## src/rtl/score_display.sv

```systemverilog
`default_nettype none
// ============================================================================
// Module   : score_display
// Purpose  : Drives a 4-digit multiplexed 7-segment display from a binary
//            score. A double-dabble FSM converts the score to BCD whenever it
//            changes; a scan counter rotates through the digits, leading zeros
//            are blanked, and an optional blink mode blanks the whole display
//            on alternate phases.
// Ports    : clk       - system clock, rising edge
//            reset     - asynchronous active-high reset
//            score     - 14-bit binary score (values > 9999 show as 9999)
//            blink_en  - 1 = blank the display on alternate blink phases
//            seg       - active-low segments {g,f,e,d,c,b,a}
//            an        - active-low digit enables, an[0] = rightmost digit
//            conv_busy - 1 while a binary-to-BCD conversion is running
// Revision : 1.0 - initial release
// ============================================================================
module score_display #(
    parameter int SCAN_DIV  = 100000,
    parameter int BLINK_DIV = 25000000
) (
    input  logic        clk,
    input  logic        reset,
    input  logic [13:0] score,
    input  logic        blink_en,
    output logic [6:0]  seg,
    output logic [3:0]  an,
    output logic        conv_busy
);

    localparam logic [1:0] c_st_idle  = 2'd0;
    localparam logic [1:0] c_st_shift = 2'd1;
    localparam logic [1:0] c_st_load  = 2'd2;

    localparam int c_scan_w  = (SCAN_DIV  > 1) ? $clog2(SCAN_DIV)  : 1;
    localparam int c_blink_w = (BLINK_DIV > 1) ? $clog2(BLINK_DIV) : 1;
    localparam logic [c_scan_w-1:0]  c_scan_last  = c_scan_w'(SCAN_DIV - 1);
    localparam logic [c_blink_w-1:0] c_blink_last = c_blink_w'(BLINK_DIV - 1);

    // ------------------------------------------------------------------------
    // Binary-to-BCD converter
    // ------------------------------------------------------------------------
    logic [1:0]  r_state;
    logic [13:0] r_last_val;
    logic [13:0] r_shift;
    logic [15:0] r_bcd;
    logic [3:0]  r_bit_cnt;
    logic [15:0] r_digits;
    logic        r_busy;

    logic [13:0] w_clamped;
    logic [15:0] w_bcd_adj;
    logic [29:0] w_dd_next;

    assign w_clamped = (score > 14'd9999) ? 14'd9999 : score;

    // Add-3 correction on every nibble that would overflow past 9 when doubled.
    always_comb begin
        w_bcd_adj = r_bcd;
        for (int i = 0; i < 4; i++) begin
            if (r_bcd[i*4 +: 4] >= 4'd5)
                w_bcd_adj[i*4 +: 4] = r_bcd[i*4 +: 4] + 4'd3;
        end
    end

    // BCD accumulator and binary shift register move left together as one word.
    assign w_dd_next = {w_bcd_adj, r_shift} << 1;

    always_ff @(posedge clk or posedge reset) begin
        if (reset) begin
            r_state    <= c_st_idle;
            r_last_val <= '0;
            r_shift    <= '0;
            r_bcd      <= '0;
            r_bit_cnt  <= '0;
            r_digits   <= '0;
            r_busy     <= 1'b0;
        end else begin
            case (r_state)
                c_st_idle: begin
                    // Compare against the raw score so e.g. 12000 -> 13000
                    // still retriggers, even though both display as 9999.
                    if (score != r_last_val) begin
                        r_last_val <= score;
                        r_shift    <= w_clamped;
                        r_bcd      <= '0;
                        r_bit_cnt  <= '0;
                        r_busy     <= 1'b1;
                        r_state    <= c_st_shift;
                    end
                end
                c_st_shift: begin
                    r_bcd     <= w_dd_next[29:14];
                    r_shift   <= w_dd_next[13:0];
                    r_bit_cnt <= r_bit_cnt + 4'd1;
                    if (r_bit_cnt == 4'd13)
                        r_state <= c_st_load;
                end
                c_st_load: begin
                    r_digits <= r_bcd;
                    r_busy   <= 1'b0;
                    r_state  <= c_st_idle;
                end
                default: begin
                    r_busy  <= 1'b0;
                    r_state <= c_st_idle;
                end
            endcase
        end
    end

    assign conv_busy = r_busy;

    // ------------------------------------------------------------------------
    // Digit scan and blink timing
    // ------------------------------------------------------------------------
    logic [c_scan_w-1:0]  r_scan_cnt;
    logic [1:0]           r_dig_idx;
    logic [c_blink_w-1:0] r_blink_cnt;
    logic                 r_blink_on;

    always_ff @(posedge clk or posedge reset) begin
        if (reset) begin
            r_scan_cnt <= '0;
            r_dig_idx  <= '0;
        end else if (r_scan_cnt == c_scan_last) begin
            r_scan_cnt <= '0;
            r_dig_idx  <= r_dig_idx + 2'd1;
        end else begin
            r_scan_cnt <= r_scan_cnt + c_scan_w'(1);
        end
    end

    always_ff @(posedge clk or posedge reset) begin
        if (reset) begin
            r_blink_cnt <= '0;
            r_blink_on  <= 1'b1;
        end else if (!blink_en) begin
            r_blink_cnt <= '0;
            r_blink_on  <= 1'b1;
        end else if (r_blink_cnt == c_blink_last) begin
            r_blink_cnt <= '0;
            r_blink_on  <= ~r_blink_on;
        end else begin
            r_blink_cnt <= r_blink_cnt + c_blink_w'(1);
        end
    end

    // ------------------------------------------------------------------------
    // Output decode (registered state only; score never reaches seg/an)
    // ------------------------------------------------------------------------
    logic [3:0] w_cur_digit;
    logic [1:0] w_msd;
    logic       w_lz_blank;
    logic [6:0] w_pattern;

    always_comb begin
        case (r_dig_idx)
            2'd0:    w_cur_digit = r_digits[3:0];
            2'd1:    w_cur_digit = r_digits[7:4];
            2'd2:    w_cur_digit = r_digits[11:8];
            default: w_cur_digit = r_digits[15:12];
        endcase
    end

    // Position of the most significant nonzero digit; digit 0 is always shown.
    always_comb begin
        if (r_digits[15:12] != 4'd0)     w_msd = 2'd3;
        else if (r_digits[11:8] != 4'd0) w_msd = 2'd2;
        else if (r_digits[7:4] != 4'd0)  w_msd = 2'd1;
        else                             w_msd = 2'd0;
    end

    assign w_lz_blank = (r_dig_idx > w_msd);

    always_comb begin
        case (w_cur_digit)
            4'd0:    w_pattern = 7'b1000000;
            4'd1:    w_pattern = 7'b1111001;
            4'd2:    w_pattern = 7'b0100100;
            4'd3:    w_pattern = 7'b0110000;
            4'd4:    w_pattern = 7'b0011001;
            4'd5:    w_pattern = 7'b0010010;
            4'd6:    w_pattern = 7'b0000010;
            4'd7:    w_pattern = 7'b1111000;
            4'd8:    w_pattern = 7'b0000000;
            4'd9:    w_pattern = 7'b0010000;
            default: w_pattern = 7'b1111111;
        endcase
    end

    assign seg = w_lz_blank ? 7'b1111111 : w_pattern;
    assign an  = (w_lz_blank || !r_blink_on) ? 4'b1111 : ~(4'b0001 << r_dig_idx);

endmodule
`default_nettype wire
```

## config.mk

```make
export PLATFORM = sky130hd
export DESIGN_NAME = score_display
export DESIGN_NICKNAME = d
export VERILOG_FILES = /design/src/rtl/score_display.sv
export SDC_FILE = /design/constraint.sdc
export NUM_CORES = 1
export LEC_CHECK = 0
export ABC_AREA = 1
export BUFFER_PORTS_ARGS = -buffer_cell sky130_fd_sc_hd__buf_2
export CORE_MARGIN = 2
export CORE_UTILIZATION = 30
export CTS_CLUSTER_DIAMETER = 80
export DETAILED_ROUTE_END_ITERATION = 7
export PLACE_DENSITY = 0.45
export SLEW_MARGIN = 10
export SYNTH_ARGS = -nofsm -noshare
export SYNTH_HDL_FRONTEND = slang
export SYNTH_SLANG_ARGS = --single-unit
```

## constraint.sdc

```tcl
create_clock -name clk -period 10 [get_ports clk]
set_clock_uncertainty 0.2 [all_clocks]
set_input_delay 0.5 -clock clk [delete_from_list [all_inputs] [get_ports clk]]
set_output_delay 0.5 -clock clk [all_outputs]
set_load 0.03 [all_outputs]
```

==> flow_summary.ini <==
[sta]
setup_ws_ns = 6.668
max_freq_ghz = 0.3001
slew_viol_final = 0
maxSlewHeadroom = 0.4138
hold_viol_final = 0
finalSetupViolations = 0
rsz0062_at_grt = false
tightest_slew_ns = 0.8771
fin_crit_sh = 0.3332
tns_ns = 0
period_needed_ns = 3.332

[clock_tree]
cts_tree = built
cts_max_level = 3
cts-root-buf = clkbuf_16
cts_buffers = 9
clock_sinks = 112
clkTransAtPathRegs_ns = 0.08
cts_hold_buffers = 0
clockBufferDepth = 2
clk-insertion-delay-late_ns = 0.36
postCtsResizedCells = 0
post_cts_buffers = 0

[drt]
ant_nets = 0
post_drt_wl_per_cell_um = 12.36
drt_iter0_drc = 264
vias = 5299
wirelength_um = 14360
via_per_inst = 4.560
dr.pass1.iters = 4
drcViolationCount = 0

[final_layout]
fin_util = 0.3382
final_nets = 921
antenna_cells = 0
drive_gt1_frac = 0.07554
syn2layout_area_growth_pct = 10.86
fillCellCount = 2301

[yosys]
ys_ff_latch = 112
synth_top_cells_by_count = nand2_1, inv_1, dfrtp_1
synth_fp_nets = 900
async_reset_ff_frac = 1.000
synth_top_area_frac = 0.4344
synth_area_per_cell_um2 = 7.426
ys_top_cells_by_area = dfrtp_1, nand2_1, inv_1, nand3_1, nor2_1
netlist_area_um2 = 6394
synthFlopType = dfrtp_1
ys.warnings.count = 0
synth.most_common_cell = nand2_1
ys_types = 40
ys_seq_area_frac = 0.4386
synth.largest_area_cell = dfrtp_1
synthCells = 861
synth_edf_count = 0

[die]
num_rows = 53
num_io_pins = 29
design.die.area_um2 = 22500
coreArea_um2 = 20960
initial_utilization = 0.3051
die_x_um = 150.0
die_h_um = 150.0

[worst_setup_path]
path_cells = inv_1, ha_1, nand2_1, nand2_1, o22ai_1, inv_1, ha_1, or2_2, o211ai_1, nand2_1, buf_2
cp_num_buf_inv = 3
cp_slowest_cell = dfrtp_1
crit_family = simple AND/OR/NAND/NOR gates
cp_data_required_time_ns = 9.30
reg2reg_slack_ns = 7.37
timing.rr.end = r_bit_cnt[1]$_DFFE_PP0P_
cp-start-kind = flop
critPathMostFrequentCell = nand2_1
r2r_cells = 5
cp_slowest_stage_delay_ns = 0.40
crit_type = reg2out
critPathCaptureType = output port
r2r-start = r_state[1]$_DFFE_PP0P_
cp.depth = 11
cp_max_fo = 5
worstPathArrival_ns = 2.63

[grt]
grt_pass1_vias = 5149
grt_overflow = 0
grt_usage = 0.1363
antenna_found_initial = 0
grt_first_pass_wirelength_um = 24800
grt_start_max_net_pins = 65

[placement]
pre_cts_slack_ns = 7.049
gp_congestion = 0.7699
io_buffers = 28
hpwl_um = 10070

[power]
leakage_nw = 3.498
powerDensity_nw_per_um2 = 253.9
vdd_ir_drop_max_uv = 98.81
p_total_mw = 1.800

[status]
status = finished clean

[job]
drv_cap = 0

[min_path]
hold_path_class = in2async
## placed cells by master, fill, tap and decap left out, types with 4 or more instances in the layout
cell type,count
nor3_1,16
nand4_1,11
o211ai_1,5
nand3_1,80
clkbuf_16,9
xor2_1,14
inv_1,118
nor4_1,5
or2_2,4
o21ai_0,60
dfrtp_1,111
xnor2_1,5
nand2_1,229
ha_1,22
nand2_2,5
a21oi_1,29
buf_2,28
nor2_1,100
## cells by family (layout without fill, tap and decap cells)
logic type | after synthesis | count (layout) | share of synthesized area
flip-flops | 112 | 112 | 0.4386
AO/OA/AOI/OAI | 107 | 107 | 0.09120
adder cells (fa/ha/maj) | 22 | 22 | 0.04305
XOR/XNOR | 19 | 19 | 0.02603
AND/OR/NAND/NOR | 461 | 461 | 0.3108
buffers and inverters | 140 | 166 | 0.09041
## registers in the layout, indices dropped and copies added, names as in the netlist
register	flops
conv_busy	1
r_bcd	16
r_bit_cnt	4
r_blink_cnt	25
r_blink_on	1
r_dig_idx	2
r_digits	16
r_last_val	14
r_scan_cnt	17
r_shift	14
r_state	2
## power breakdown
group          total [mW]  switching [mW]  internal [mW]
Combinational       0.707           0.461          0.245
Sequential          0.698           0.106          0.592
Clock               0.395           0.174          0.222
Total                1.80           0.741           1.06
## area by class of cell
type / count / area, um^2 / share of cell area
inverter: 120 / 452.9 / 0.06390
clock inverter: 6 / 91.34 / 0.01289
multi-input combinational: 609 / 3012 / 0.4249
tap: 275 / 344.1 / 0.04854
sequential: 112 / 2804 / 0.3956
timing repair buffer: 30 / 155.1 / 0.02189
clock buffer: 10 / 229.0 / 0.03230
## routing by layer
metal / share of wire / vias to the layer above / wire length, um / track usage
li1: - / 2778 / - / -
met5: 0 / - / 0 / 0
met4: 0.017 / 0 / 241 / 0.04104
met2: 0.47 / 41 / 6813 / 0.2263
met3: 0.019 / 17 / 267 / 0.02409
met1: 0.49 / 2463 / 7040 / 0.1813
## worst max-delay path by stage
stage,endpoint,from,slack [ns]
after floorplan,conv_busy$_DFFE_PP0P_,reset,6.34
after global placement,seg[6],r_dig_idx[0]$_DFFE_PP0N_,7.10
after detailed placement,seg[6],r_dig_idx[0]$_DFFE_PP0N_,7.05
after CTS,seg[6],r_dig_idx[0]$_DFFE_PP0N_,6.64
after global routing,seg[6],r_dig_idx[0]$_DFFE_PP0N_,6.44
final,seg[6],r_dig_idx[0]$_DFFE_PP0N_,6.67
## metrics by stage
stage | hold WS, ns | area, um^2 | instances
6_report | 0.03663 | 7088 | 1162
5_1_grt | 0.1135 | 7088 | 1162
3_5_place_dp | 0.2560 | 6768 | 1146
3_3_place_gp | 0.2594 | 6768 | 1146
2_1_floorplan | 0.2331 | 6394 | 861
4_1_cts | 0.07509 | 7088 | 1162
No activity file was read; power rests on OpenSTA's default activity.
